`config.mk`:
```
export PLATFORM = sky130hd
export DESIGN_NAME = nibble_serial_adder_flat
export DESIGN_NICKNAME = d
export VERILOG_FILES = /design/src/rtl/nsa_pkg.sv /design/src/rtl/nibble_serial_adder_if.sv /design/src/rtl/skip_adder_slice.sv /design/src/rtl/nibble_serial_adder.sv /design/src/flat_wrapper.sv
export SDC_FILE = /design/constraint.sdc
export NUM_CORES = 1
export LEC_CHECK = 0
export BUFFER_PORTS_ARGS = -buffer_cell sky130_fd_sc_hd__buf_2
export CORE_AREA = 2 2 74 76
export DETAILED_ROUTE_END_ITERATION = 12
export DIE_AREA = 0 0 76 78
export HOLD_SLACK_MARGIN = 0.12
export PLACE_DENSITY = 0.73
export SYNTH_ARGS = -nofsm -noshare
export SYNTH_HDL_FRONTEND = slang
export SYNTH_SLANG_ARGS = --single-unit
```
`constraint.sdc`:
```
create_clock -name clk -period 2.8 [get_ports clk]
set_input_delay 0.56 -clock clk [delete_from_list [all_inputs] [get_ports clk]]
set_output_delay 0.56 -clock clk [all_outputs]
set_load 0.005 [all_outputs]
```
`src/rtl/nsa_pkg.sv`:
```
// Shared types and sizing helpers for the nibble-serial adder.
// NSA_OVF_EN (optional) adds the two's-complement overflow output.
package nsa_pkg;

    localparam int NIBBLE_W = 4;

    typedef enum logic [1:0] {
        IDLE = 2'd0,
        RUN  = 2'd1,
        DONE = 2'd2
    } nsa_state_e;

    // Slice counter width: clog2(WIDTH/4), never narrower than one bit
    function automatic int cnt_width(input int width);
        int w;
        w = $clog2(width / NIBBLE_W);
        if (w < 1) begin
            return 1;
        end else begin
            return w;
        end
    endfunction

endpackage

```
`src/rtl/nibble_serial_adder_if.sv`:
```
// Operand/result handshake bundle for nibble_serial_adder.
// NSA_OVF_EN adds the ovf signal to the bundle.
interface nibble_serial_adder_if #(
    parameter int WIDTH = 16
);
    logic             in_valid;
    logic             in_ready;
    logic [WIDTH-1:0] a;
    logic [WIDTH-1:0] b;
    logic             cin;
    logic             out_valid;
    logic             out_ready;
    logic [WIDTH-1:0] sum;
    logic             cout;
`ifdef NSA_OVF_EN
    logic             ovf;
`endif

    modport master (
        output in_valid, a, b, cin, out_ready,
        input  in_ready, out_valid, sum, cout
`ifdef NSA_OVF_EN
        , input ovf
`endif
    );

    modport slave (
        input  in_valid, a, b, cin, out_ready,
        output in_ready, out_valid, sum, cout
`ifdef NSA_OVF_EN
        , output ovf
`endif
    );

endinterface

```
`src/rtl/skip_adder_slice.sv`:
```
// Combinational 4-bit ripple adder whose carry-out bypasses the ripple
// chain when every bit propagates.
module skip_adder_slice
    import nsa_pkg::*;
(
    input  logic [NIBBLE_W-1:0] a,
    input  logic [NIBBLE_W-1:0] b,
    input  logic                ci,
    output logic [NIBBLE_W-1:0] s,
    output logic                co
);

    logic [NIBBLE_W-1:0] p_s;
    logic [NIBBLE_W:0]   c_s;

    // Ripple sum plus skip mux on the carry-out
    always_comb begin
        p_s    = a ^ b;
        c_s    = {(NIBBLE_W+1){1'b0}};
        s      = {NIBBLE_W{1'b0}};
        c_s[0] = ci;
        for (int i = 0; i < NIBBLE_W; i++) begin
            s[i]     = p_s[i] ^ c_s[i];
            c_s[i+1] = (a[i] & b[i]) | (p_s[i] & c_s[i]);
        end
        if (&p_s) begin
            co = ci;
        end else begin
            co = c_s[NIBBLE_W];
        end
    end

endmodule

```
`src/rtl/nibble_serial_adder.sv`:
```
// WIDTH-bit adder that processes one nibble per clock through a single
// carry-skip slice. NSA_OVF_EN adds a registered two's-complement overflow flag.
module nibble_serial_adder
    import nsa_pkg::*;
#(
    parameter int WIDTH = 16
) (
    input  logic                 clk,
    input  logic                 rst_n,
    nibble_serial_adder_if.slave bus
);

    localparam int N     = WIDTH / NIBBLE_W;
    localparam int CNT_W = cnt_width(WIDTH);
    localparam logic [CNT_W-1:0] LAST_SLICE = CNT_W'(N - 1);

    nsa_state_e          state_q, state_d;
    logic [CNT_W-1:0]    cnt_q, cnt_d;
    logic [WIDTH-1:0]    a_q, a_d;
    logic [WIDTH-1:0]    b_q, b_d;
    logic [WIDTH-1:0]    res_q, res_d;
    logic                carry_q, carry_d;
    logic                cout_q, cout_d;
    logic                valid_q, valid_d;
`ifdef NSA_OVF_EN
    logic                ovf_q, ovf_d;
`endif

    logic [NIBBLE_W-1:0] slice_sum_s;
    logic                slice_co_s;

    skip_adder_slice u_slice (
        .a  (a_q[NIBBLE_W-1:0]),
        .b  (b_q[NIBBLE_W-1:0]),
        .ci (carry_q),
        .s  (slice_sum_s),
        .co (slice_co_s)
    );

    // State and datapath registers
    always_ff @(posedge clk or negedge rst_n) begin
        if (!rst_n) begin
            state_q <= IDLE;
            cnt_q   <= {CNT_W{1'b0}};
            a_q     <= {WIDTH{1'b0}};
            b_q     <= {WIDTH{1'b0}};
            res_q   <= {WIDTH{1'b0}};
            carry_q <= 1'b0;
            cout_q  <= 1'b0;
            valid_q <= 1'b0;
`ifdef NSA_OVF_EN
            ovf_q   <= 1'b0;
`endif
        end else begin
            state_q <= state_d;
            cnt_q   <= cnt_d;
            a_q     <= a_d;
            b_q     <= b_d;
            res_q   <= res_d;
            carry_q <= carry_d;
            cout_q  <= cout_d;
            valid_q <= valid_d;
`ifdef NSA_OVF_EN
            ovf_q   <= ovf_d;
`endif
        end
    end

    // Next-state and datapath update
    always_comb begin
        state_d = state_q;
        cnt_d   = cnt_q;
        a_d     = a_q;
        b_d     = b_q;
        res_d   = res_q;
        carry_d = carry_q;
        cout_d  = cout_q;
`ifdef NSA_OVF_EN
        ovf_d   = ovf_q;
`endif
        case (state_q)
            IDLE: begin
                if (bus.in_valid) begin
                    state_d = RUN;
                    a_d     = bus.a;
                    b_d     = bus.b;
                    carry_d = bus.cin;
                    cnt_d   = {CNT_W{1'b0}};
                end else begin
                    state_d = IDLE;
                end
            end
            RUN: begin
                // Operands drain from the bottom; results fill from the top
                a_d     = a_q >> NIBBLE_W;
                b_d     = b_q >> NIBBLE_W;
                res_d   = (res_q >> NIBBLE_W) |
                          (WIDTH'(slice_sum_s) << (WIDTH - NIBBLE_W));
                carry_d = slice_co_s;
                cnt_d   = cnt_q + CNT_W'(1);
                if (cnt_q == LAST_SLICE) begin
                    state_d = DONE;
                    cout_d  = slice_co_s;
`ifdef NSA_OVF_EN
                    // The operand MSBs sit in bit 3 once the top nibble reaches the slice
                    ovf_d   = (a_q[NIBBLE_W-1] == b_q[NIBBLE_W-1]) &&
                              (slice_sum_s[NIBBLE_W-1] != a_q[NIBBLE_W-1]);
`endif
                end else begin
                    state_d = RUN;
                end
            end
            DONE: begin
                if (bus.out_ready) begin
                    state_d = IDLE;
                end else begin
                    state_d = DONE;
                end
            end
            default: begin
                state_d = IDLE;
            end
        endcase
        valid_d = (state_d == DONE);
    end

    assign bus.in_ready  = (state_q == IDLE);
    assign bus.out_valid = valid_q;
    assign bus.sum       = res_q;
    assign bus.cout      = cout_q;
`ifdef NSA_OVF_EN
    assign bus.ovf       = ovf_q;
`endif

endmodule
```
`src/flat_wrapper.sv`:
```
// flat-port wrapper written by rule: the top's interface ports become plain ports
module nibble_serial_adder_flat import nsa_pkg::*;
#(
    parameter int WIDTH = 16
)
  (clk, rst_n, bus_in_valid, bus_a, bus_b, bus_cin, bus_out_ready, bus_in_ready, bus_out_valid, bus_sum, bus_cout);
  nibble_serial_adder_if #(.WIDTH(WIDTH)) bus_i ();
  input  logic clk;
  input  logic rst_n;
  input wire logic [$bits(bus_i.in_valid)-1:0] bus_in_valid;
  input wire logic [$bits(bus_i.a)-1:0] bus_a;
  input wire logic [$bits(bus_i.b)-1:0] bus_b;
  input wire logic [$bits(bus_i.cin)-1:0] bus_cin;
  input wire logic [$bits(bus_i.out_ready)-1:0] bus_out_ready;
  output wire logic [$bits(bus_i.in_ready)-1:0] bus_in_ready;
  output wire logic [$bits(bus_i.out_valid)-1:0] bus_out_valid;
  output wire logic [$bits(bus_i.sum)-1:0] bus_sum;
  output wire logic [$bits(bus_i.cout)-1:0] bus_cout;
  assign bus_i.in_valid = bus_in_valid;
  assign bus_i.a = bus_a;
  assign bus_i.b = bus_b;
  assign bus_i.cin = bus_cin;
  assign bus_i.out_ready = bus_out_ready;
  assign bus_in_ready = bus_i.in_ready;
  assign bus_out_valid = bus_i.out_valid;
  assign bus_sum = bus_i.sum;
  assign bus_cout = bus_i.cout;
  nibble_serial_adder #(.WIDTH(WIDTH)) u_core (.clk(clk), .rst_n(rst_n), .bus(bus_i));
endmodule
```
# Word level (Yosys, flattened, before mapping)
# Index checks and enable logic that the tools add are counted.
# word_totals
register_bits,55
elab_cells,50
# op_classes
mux,13
eq_ne,5
reduce_logical,5
n_addsub,1
bitwise,18
# op_table
op,n
$pmux W16 S2,2
$mux W16,2
$or A12 B16 Y16,1
$and A1 B1 Y1,8
$eq A2 B2 Y1 const B,3
$mux W2,3
$pmux W2 S3,1
$or A1 B1 Y1,4
$pmux W2 S2,1
$reduce_and A2 Y1,2
$reduce_and A4 Y1,1
$xor A1 B1 Y1,4
$xor A4 B4 Y4,1
$mux W1,3
$add A2 B1 Y2 const B,1
$eq A2 B1 Y1 const B,1
$logic_not A2 Y1,1
$ne A2 B2 Y1 const B,1
$pmux W1 S2,1
$reduce_bool A2 Y1,1

# Depth between registers and ports, before layout
# Gate-level depths: netlist of the first run.
# logic_depth
ltp_word,11
depth_mapped,9
mapped_depth_nobuf,9

# Cells and area by module
# Synthesis of the first run repeated with hierarchy kept, for this count alone.
# hier_totals
hier_cells,263
area_unflattened_um2,2743.9
# by_module_without_submodules
mod,cells_per_inst,seq_area_each_um2,instances,area_each_um2
nibble_serial_adder,244,1376.3,1,2563.7
skip_adder_slice,19,0.0,1,180.2

# Worst setup path after synthesis of the first run
# OpenSTA, ideal clock, no wires.
# synth_timing
path_kind,register to register
startpoint,register u_core.carry_q
endpoint,"register u_core.res_q[15], in the netlist u_core.bus.sum[15]"
setup_time_ns,0.083
stages_incl_launch_ff,9
t_arrival_ns,1.963
path_buffers,0
period_less_slack_ns,2.046
setup_slack_ns,0.754
required_time_ns,2.717
cell_sequence,dfrtp_1 -> inv_1 -> fa_1 -> inv_1 -> fa_1 -> fa_1 -> inv_1 -> fa_1 -> o21ai_0
# synth_between
elab_chain_len,8
# synth_rtl
item,line_no,source
from (decl),nibble_serial_adder.sv:22,"logic carry_q, carry_d;"
from (signal assigned),nibble_serial_adder.sv:60,carry_q <= carry_d;
$and A1 B1 Y1,skip_adder_slice.sv:24,c_s[i+1] = (a[i] & b[i]) | (p_s[i] & c_s[i]);
$or A1 B1 Y1,skip_adder_slice.sv:24,
$and A1 B1 Y1,skip_adder_slice.sv:24,
$or A1 B1 Y1,skip_adder_slice.sv:24,
$and A1 B1 Y1,skip_adder_slice.sv:24,
$or A1 B1 Y1,skip_adder_slice.sv:24,
$xor A1 B1 Y1,skip_adder_slice.sv:23,s[i] = p_s[i] ^ c_s[i];
$or A12 B16 Y16,nibble_serial_adder.sv:97,res_d = (res_q >> NIBBLE_W) |
to (signal assigned),nibble_serial_adder.sv:47,res_q <= {WIDTH{1'b0}};
to (signal assigned),nibble_serial_adder.sv:59,res_q <= res_d;
to (decl),nibble_serial_adder.sv:21,"logic [WIDTH-1:0] res_q, res_d;"
# No other way between the ends.
# A chain may end at the register's enable or synchronous reset.

# Worst setup path after layout of the first run
# layout_timing
startpoint,register u_core.carry_q
endpoint,register u_core.carry_q
# layout_between
elab_chain_len,10
# layout_rtl
item,line_no,source
$and A1 B1 Y1,skip_adder_slice.sv:24,
$or A1 B1 Y1,skip_adder_slice.sv:24,
$and A1 B1 Y1,skip_adder_slice.sv:24,
$or A1 B1 Y1,skip_adder_slice.sv:24,
$and A1 B1 Y1,skip_adder_slice.sv:24,
$or A1 B1 Y1,skip_adder_slice.sv:24,
$and A1 B1 Y1,skip_adder_slice.sv:24,
$or A1 B1 Y1,skip_adder_slice.sv:24,
$mux W1 (*),skip_adder_slice.sv:26,if (&p_s) begin
$pmux W1 S2 (*),nibble_serial_adder.sv:81,case (state_q)
# Mark *: on every way between the ends. The rest lies on a longest branch, timed or not.

==> flow_summary_export.csv, run 1 <==
group,metric,value,unit
placed_design,dpl.hpwl,3.35,mm
synthesis,synth_fp_nets,295,
pwr,powerDensity,1050,mW/mm^2
synthesis,synth-seq-cells,55,
sta,fmax,442,MHz
synthesis,synth_area_leaders,"dfrtp_1 (56%), nand2_1 (14%), mux2i_1 (8.9%)",
detailed_routing,viasPerCell,4.85,
critical_path,rr_startpoint,"u_core.carry_q$_DFFE_PN0P_",
clocking,insertion_delay,0.30,ns
pwr,max-vdd-ir-drop,0.425,mV
sta,maxSlewViolCount,0,
critical_path,critPathMaxFanout,2,
finish,area_delta_synth_final,18.3,%
sta,fin_crit,2.26,ns
clocking,cts_buffer_depth,2,
synthesis,ys.flop_type,"dfrtp_1",
finish,num_antenna_cells,0,
sta,hold-worst-slack,0.321,ns
synthesis,ys_top_cells_by_count,"nand2_1 (94), dfrtp_1 (55), o21ai_0 (32)",
clocking,htree_levels,2,
synthesis,yosysWarnings,0,
critical_path,worstSetupPathType,"reg2reg",
pwr,p_leak,0.00148,uW
detailed_routing,final_antenna_net_count,0,
floorplan,initial_core_util,49.1,%
global_route,grt_max_degree,37,
finish,postLayoutCoreUtil,58.1,%
detailed_routing,route.detailed.drc,0,
synthesis,yosysSeqAreaShare,55.6,%
sta,slew_headroom,49.0,%
synthesis,yosys.cell_count.top_type,"nand2_1",
synthesis,netlist_area,0.00248,mm^2
clocking,cts.hold.buffers_added,0,
sta,fin_crit_sh,80.8,%
detailed_routing,post_drt_wl_per_cell,12.4,um
global_route,antenna_found_initial,0,
critical_path,r2r-end,"u_core.carry_q$_DFFE_PN0P_",
synthesis,netlist_instances,249,
synthesis,synth_edf_count,0,
sta,setup_viol,0,
critical_path,start_kind,"flip-flop",
finish,instances_no_fill,373,
critical_path,arrival,2.46,ns
clocking,cts_setup_buffers,0,
placed_design,place_inst,365,
synthesis,yosys.area.top_type_share,55.6,%
sta,worst_pin_slew,0.765,ns
synthesis,synthArstFlopShare,100,%
worst_hold_path,hold_path_class,"in2async",
synthesis,synthDistinctLibCells,24,
flow_run,maxCapViolations,0,
critical_path,reg2reg_slack,0.54,ns
synthesis,avgSynthCellArea,9.94,um^2
finish,drive_gt1_share,23.4,%
global_route,grt_overflow,0,
critical_path,endpoint_kind,"flip-flop",
sta,fin_setup_tns,0,ns
finish,multi_input_area,0.00101,mm^2
sta,fin_worst_skew,0.00961,ns
global_route,grt_first_pass_wirelength,8.27,mm
clocking,cts_buffers,5,
global_route,grtUsageTotal,17.3,%
synthesis,synth_top_area_cell,"dfrtp_1",
clocking,cts-resized-gates,0,
floorplan,row_count,26,
global_route,grt_pass1_vias,1806,
floorplan,die_y,78,um
floorplan,die-area,0.00593,mm^2
detailed_routing,routed_wl,4.63,mm
clocking,clk_pin_slew_worst_paths,0.09,ns
status,outcome,"finished, final reports clean",
finish,final_nets,348,
detailed_routing,num_vias,1810,
detailed_routing,drt_pass1_iterations,4,
placed_design,portBuffers,55,
detailed_routing,drtIter0Drc,78,
sta,grt_setup_unrepaired,"no",
floorplan,die_x,76,um
sta,final_hold_viol_count,0,
critical_path,crit_required,2.99,ns
finish,seq_area,0.00138,mm^2
floorplan,io-pin-count,56,
placed_design,place_congestion,0.745,
floorplan,fp.coreArea,0.00504,mm^2
clocking,cts-root-buf,"clkbuf_8",
critical_path,reg2regPathDepth,9,
clocking,cts_sinks,55,
clocking,cts_tree,"done",
finish,fillers,440,
## power by group
part	switching [uW]	internal (uW)
logic	739	533
clock network	243	226
registers	212	1130
total	1190	1890
## worst max-delay path by stage
stage / from / depth (start not counted) / slack, ns / endpoint
after detailed placement: u_core.carry_q$_DFFE_PN0P_ / 9 / 0.57 / u_core.carry_q$_DFFE_PN0P_
after CTS: u_core.carry_q$_DFFE_PN0P_ / 9 / 0.55 / u_core.carry_q$_DFFE_PN0P_
after global placement: u_core.carry_q$_DFFE_PN0P_ / 9 / 0.66 / u_core.carry_q$_DFFE_PN0P_
final: u_core.carry_q$_DFFE_PN0P_ / 9 / 0.54 / u_core.carry_q$_DFFE_PN0P_
after global routing: u_core.carry_q$_DFFE_PN0P_ / 8 / 0.46 / u_core.bus.sum[15]$_DFFE_PN0P_
after floorplan: u_core.carry_q$_DFFE_PN0P_ / 8 / 0.75 / u_core.bus.sum[15]$_DFFE_PN0P_
## per-layer routing
metal	global-route usage [%]	routed length [um]	vias up	part of all wire, %
met2	29.6	2160	49	47
met1	22.5	2220	838	48
li1	-	-	919	-
met5	0	0	-	0
met4	3.45	26	0	0.56
met3	4.53	225	4	4.9
## layout make-up
cell class	count	share of cell area, %
inverters	7	0.897
clock buffers	8	3.42
flip-flops and latches	55	47.0
multi-input cells	172	34.4
well taps	70	2.99
repair buffers	61	11.4
## cell usage in the layout, fill, tap and decap left out
cell type and instances:
nand3b_1 1, buf_12 1, a221o_1 1, fa_1 4, dfrtp_1 55, o21ai_0 32
nor3b_1 1, nor2b_4 1, mux2_2 1, buf_2 55, clkbuf_8 7, nor3b_4 1
nor2_1 2, nand4_1 1, mux2i_1 22, nand2b_1 1, o21bai_1 1, clkbuf_1 1
o311ai_0 3, ha_1 5, buf_4 5, nand2_1 94, o311ai_1 1, inv_1 7
## through the flow
step                      total power, uW  worst slack, ns  area (um^2)
after floorplan                      2230            0.754         2480
after global placement               2600            0.663         2830
after detailed placement             2660            0.574         2830
after CTS                            3130            0.547         2930
after global routing                 3390            0.457         2930
final                                3090            0.537         2930
## sequential cells by signal (all words and copies together) (netlist names)
name	cells
u_core.a_q	16
u_core.b_q	16
u_core.bus.sum	16
u_core.cnt_q	2
u_core.state_q	2
u_core.bus.cout	1
u_core.bus.out_valid	1
u_core.carry_q	1
## critical path, cell delays in order, from the launching register on
cell,delay (ns)
dfrtp_1,0.41
inv_1,0.11
fa_1,0.19
inv_1,0.05
fa_1,0.39
fa_1,0.37
inv_1,0.08
fa_1,0.19
nor3b_1,0.06
a221o_1,0.29
## kinds of logic after synthesis
| group | count (synthesis) | synth area share, % |
|---|---|---|
| simple gates | 102 | 16.4 |
| buf+inv | 22 | 4.29 |
| mux | 23 | 9.35 |
| compound gates | 38 | 8.59 |
| fa+ha+maj | 9 | 5.76 |
| flops | 55 | 55.6 |
Note: power is estimated with default switching activity, not from simulation.
==> inputs of run 2 (changes only) <==
- CORE_AREA: 2 2 74 76 -> 2 2 75 77
- DIE_AREA: 0 0 76 78 -> 0 0 77 79
- PLACE_DENSITY: 0.73 -> 0.74
- clock period: 2.8 -> 2.08 ns (I/O delays scaled with it)
==> flow_summary_export.csv, run 2 (synthesis gave the netlist of run 1 again) <==
group,metric,value,unit
finish,final_nets,354,
detailed_routing,num_vias,1858,
clocking,clk_pin_slew_worst_paths,0.09,ns
detailed_routing,route.detailed.drc,0,
critical_path,reg2reg_slack,-0.03,ns
floorplan,die_y,79,um
sta,final_hold_viol_count,0,
finish,num_antenna_cells,0,
floorplan,initial_core_util,46.4,%
global_route,grt_overflow,0,
detailed_routing,drt_pass1_iterations,4,
placed_design,dp_slack,-0.0881,ns
finish,area_delta_synth_final,21.0,%
critical_path,worstSetupPathType,"reg2reg",
placed_design,place_congestion,0.829,
detailed_routing,drtIter0Drc,62,
placed_design,portBuffers,55,
sta,fmax,475,MHz
pwr,max-vdd-ir-drop,0.635,mV
finish,final_cell_mix,"nand2_1 (94), buf_2 (55), dfrtp_1 (55), o21ai_0 (31), mux2i_1 (22)",
global_route,grtUsageTotal,17.1,%
sta,grt_setup_unrepaired,"yes",
detailed_routing,post_drt_wl_per_cell,12.7,um
pwr,p_leak,0.00151,uW
clocking,htree_levels,2,
global_route,grt_pass1_vias,1768,
detailed_routing,routed_wl,4.85,mm
floorplan,io-pin-count,56,
clocking,cts_buffers,5,
critical_path,critPathMaxFanout,2,
finish,final_common_cell,"nand2_1",
floorplan,die-area,0.00608,mm^2
placed_design,placed_cell_area,0.00287,mm^2
sta,worst_pin_slew,0.537,ns
sta,layout_setup_ws,-0.0261,ns
floorplan,row_count,27,
pwr,power,4270,uW
placed_design,dpl.hpwl,3.47,mm
sta,slew_headroom,64.2,%
critical_path,endpoint_kind,"flip-flop",
detailed_routing,viasPerCell,4.88,
status,outcome,"complete, but fails checks",
critical_path,start_kind,"flip-flop",
critical_path,arrival,2.31,ns
sta,hold-worst-slack,0.301,ns
critical_path,crit_required,2.28,ns
status,violations,"setup timing",
global_route,use_met1,24.1,%
floorplan,fp.coreArea,0.00534,mm^2
clocking,cts_tree,"done",
global_route,grt_util_met3,3.18,%
sta,fin_crit,2.11,ns
sta,fin_worst_skew,0.00466,ns
global_route,grt_first_pass_wirelength,8.22,mm
global_route,antenna_found_initial,0,
clocking,cts-root-buf,"clkbuf_8",
worst_hold_path,hold_path_class,"in2reg",
clocking,cts_buffer_depth,2,
sta,maxSlewViolCount,0,
global_route,grt_max_degree,37,
finish,drive_gt1_share,27.5,%
detailed_routing,final_antenna_net_count,0,
global_route,gr-usage-met2,26.4,%
flow_run,maxCapViolations,0,
clocking,cts_setup_buffers,0,
clocking,cts_sinks,55,
global_route,busiest_layer,"met2",
clocking,insertion_delay,0.31,ns
floorplan,die_x,77,um
sta,setup_viol,1,
pwr,powerDensity,1430,mW/mm^2
sta,fin_crit_sh,101,%
finish,stdcell_area,0.00300,mm^2
[run 2: cell types whose count changed in the layout (fill, tap and decap cells not counted), sizes merged]
| cell | before | now |
|---|---|---|
| buf | 61 | 66 |
| dlygate4sd3 | 0 | 1 |
[run 2: worst max-delay path, cell delays in order (launching register included)]
cell and delay (ns):
dfrtp_1 0.41, inv_2 0.07, fa_1 0.17, inv_1 0.05
fa_2 0.34, fa_2 0.35, inv_2 0.07, fa_2 0.21
mux2i_1 0.08, mux2_2 0.26
[run 2: cell type report]
type / instances / area [um^2]
Tap cell: 72 / 90.1
Sequential cell: 55 / 1380
Timing Repair Buffer: 67 / 380
Inverter: 7 / 26.3
Fill cell: 500 / 2340
Multi-Input combinational cell: 172 / 1020
Clock buffer: 8 / 100
[run 2: report_power, final]
| group | internal [uW] | switching, uW | total, uW |
|---|---|---|---|
| registers | 1530 | 298 | 1820 |
| logic | 779 | 1030 | 1810 |
| clock network | 304 | 332 | 637 |
[run 2: what timing repair did]
item	CTS	global route
gates cloned	0	0
hold buffers	1	0
resized for setup	8	2
pin swaps	1	0
endpoints found under the hold margin	22	0
setup endpoints to repair	3	3
[run 2: worst paths after layout]
path,from,to,cells after the start
setup / recovery,u_core.b_q[0]$_DFFE_PN0P_,u_core.bus.cout$_DFFE_PN0P_,9
hold / removal,bus_a[12],u_core.a_q[12]$_DFFE_PN0P_,3
setup reg to reg,u_core.b_q[0]$_DFFE_PN0P_,u_core.bus.cout$_DFFE_PN0P_,9
hold reg to reg,u_core.bus.sum[0]$_DFFE_PN0P_,u_core.bus.sum[0]$_DFFE_PN0P_,2
max in group asynchronous,rst_n,u_core.b_q[11]$_DFFE_PN0P_,3
min in group asynchronous,rst_n,u_core.bus.sum[1]$_DFFE_PN0P_,2
[run 2: metal layers]
layer,share of wire (%),routed length [um],vias to the layer above
met5,0,0,-
met4,1.6,76,0
met3,4.8,234,6
met2,46,2240,54
met1,47,2300,871
li1,-,-,927
[run 2: per-stage QoR]
| step | util, % | TNS (ns) | cells |
|---|---|---|---|
| 5_1_grt | 56.1 | -0.243 | 381 |
| 2_1_floorplan | - | 0 | 249 |
| 4_1_cts | 56.0 | -0.0202 | 381 |
| 3_3_place_gp | 53.8 | -0.143 | 372 |
| 6_report | 56.1 | -0.0261 | 381 |
| 3_5_place_dp | 53.8 | -0.253 | 372 |
==> inputs of run 3 (changes only) <==
- CELL_PAD_IN_SITES_DETAIL_PLACEMENT: unset -> 0
- CELL_PAD_IN_SITES_GLOBAL_PLACEMENT: unset -> 1
- CORE_AREA: 2 2 75 77 -> 2 2 85 87
- DIE_AREA: 0 0 77 79 -> 0 0 87 89
==> flow_summary_export.csv, run 3 (synthesis gave the netlist of run 1 again) <==
group,metric,value,unit
critical_path,crit_required,2.28,ns
critical_path,slowest_delay,0.38,ns
global_route,grtUsageTotal,14.1,%
sta,grt_setup_unrepaired,"yes",
sta,fin_crit_sh,99.7,%
floorplan,io-pin-count,56,
global_route,grt_pass1_vias,1796,
pwr,p_leak,0.00152,uW
critical_path,critPathMaxFanout,2,
pwr,intPower,2610,uW
detailed_routing,final_antenna_net_count,0,
finish,drive_gt1_share,28.0,%
placed_design,dpl.hpwl,3.51,mm
critical_path,path_common_cell,"fa_2",
detailed_routing,routed_wl,5.05,mm
critical_path,cp.buffers_inverters,3,
floorplan,fp.coreArea,0.00672,mm^2
status,outcome,"finished, final reports clean",
critical_path,start_kind,"flip-flop",
placed_design,place_congestion,0.775,
clocking,cts_tree,"done",
placed_design,place_inst,380,
detailed_routing,num_vias,1839,
clocking,insertion_delay,0.30,ns
finish,fillers,653,
sta,final_hold_viol_count,0,
placed_design,placed_cell_area,0.00289,mm^2
critical_path,critPathSlowestCell,"dfrtp_1",
sta,setup_viol,0,
detailed_routing,viasPerCell,4.70,
flow_run,maxCapViolations,0,
detailed_routing,drtIter0Drc,83,
detailed_routing,drt_pass1_iterations,4,
critical_path,worstSetupPathType,"reg2reg",
critical_path,endpoint_kind,"flip-flop",
clocking,clk_pin_slew_worst_paths,0.09,ns
critical_path,cp_cell_sequence,"inv_1 -> fa_1 -> inv_1 -> fa_2 -> fa_2 -> inv_2 -> fa_2 -> mux2i_1 -> mux2_2",
pwr,p_seq_share,42.4,%
global_route,grt_overflow,0,
pwr,power_frac_clock,13.7,%
finish,final_cell_mix,"nand2_1 (94), buf_2 (55), dfrtp_1 (55), o21ai_0 (31), mux2i_1 (22)",
global_route,antenna_found_initial,0,
finish,stdcell_area,0.00303,mm^2
sta,fin_crit,2.07,ns
finish,final_nets,357,
clocking,cts_sinks,55,
sta,fin_worst_skew,0.00805,ns
placed_design,portBuffers,55,
sta,maxSlewViolCount,0,
detailed_routing,post_drt_wl_per_cell,12.9,um
finish,instances_no_fill,391,
pwr,comb_power_share,43.8,%
finish,final_common_cell,"nand2_1",
finish,postLayoutCoreUtil,45.1,%
finish,area_delta_synth_final,22.3,%
floorplan,die_x,87,um
floorplan,die_y,89,um
floorplan,die-area,0.00774,mm^2
global_route,grt_max_degree,56,
sta,fmax,482,MHz
global_route,grt_first_pass_wirelength,8.56,mm
floorplan,row_count,30,
sta,worst_pin_slew,0.409,ns
finish,num_antenna_cells,0,
clocking,cts_buffer_depth,2,
critical_path,arrival,2.27,ns
sta,slew_headroom,72.4,%
clocking,htree_levels,2,
detailed_routing,route.detailed.drc,0,
pwr,max-vdd-ir-drop,0.425,mV
clocking,cts_buffers,5,
pwr,switching_share,38.9,%
critical_path,cpLargestDelayFamily,"adder cells",
clocking,cts-root-buf,"clkbuf_8",
floorplan,initial_core_util,36.9,%
pwr,powerDensity,1410,mW/mm^2
pwr,p_sw,1670,uW
worst_hold_path,hold_path_class,"in2reg",
==> run 3: final timing paths <==
path | start | to | cells past startpoint | slack (ns)
setup / recovery | u_core.a_q[0]$_DFFE_PN0P_ | u_core.bus.cout$_DFFE_PN0P_ | 9 | 0.006
hold / removal | bus_a[12] | u_core.a_q[12]$_DFFE_PN0P_ | 3 | 0.31
setup reg to reg | u_core.a_q[0]$_DFFE_PN0P_ | u_core.bus.cout$_DFFE_PN0P_ | 9 | 0.006
hold reg to reg | u_core.bus.sum[0]$_DFFE_PN0P_ | u_core.bus.sum[0]$_DFFE_PN0P_ | 2 | 0.48
max in group asynchronous | rst_n | u_core.b_q[12]$_DFFE_PN0P_ | 3 | 1.19
min in group asynchronous | rst_n | u_core.bus.sum[8]$_DFFE_PN0P_ | 3 | 0.65
==> run 3: timing repair <==
item | CTS | global route
resized for setup | 8 | 1
endpoints found under the hold margin | 55 | 0
setup endpoints to repair | 3 | 3
pin swaps | 2 | 0
setup buffers | 1 | 2
hold buffers | 1 | 0
==> run 3: power groups by stage <==
stage          Sequential, uW  Clock (uW)  Combinational [uW]
2_1_floorplan            1790           0                1220
3_3_place_gp             1830           0                1770
3_5_place_dp             1840           0                1830
4_1_cts                  1830         614                1880
5_1_grt                  1880         654                2180
6_report                 1820         588                1880
==> run 3: worst min-delay path, cell delays in order <==
cell and delay (ns):
buf_2 0.07, nand2_1 0.03, o21ai_0 0.05
==> run 3: area by class of cell <==
cell class	count	area, um^2	share of cell area, %
clock buffer	6	82.6	2.73
clock inverter	1	5.00	0.165
inverter	7	26.3	0.867
multi-input combinational	172	1020	33.8
sequential	55	1380	45.4
tap	80	100	3.30
timing repair buffer	70	415	13.7
==> run 3: metrics by stage <==
stage	hold slack [ns]	total power [uW]	TNS [ns]	worst slack, ns
6_report	0.311	4280	0	0.00573
3_3_place_gp	0.441	3600	-0.129	-0.0493
5_1_grt	0.330	4710	-0.275	-0.102
3_5_place_dp	0.439	3670	-0.373	-0.153
4_1_cts	0.307	4320	-0.0362	-0.0168
2_1_floorplan	0.120	3010	0	0.0340
==> run 3: layer usage <==
layer / GRT usage [%] / wire [um] / vias to the layer above
li1: - / - / 935
met1: 19.2 / 2510 / 854
met2: 22.7 / 2260 / 45
met3: 3.42 / 249 / 5
met4: 3.41 / 31 / 0
met5: 0 / 0 / -
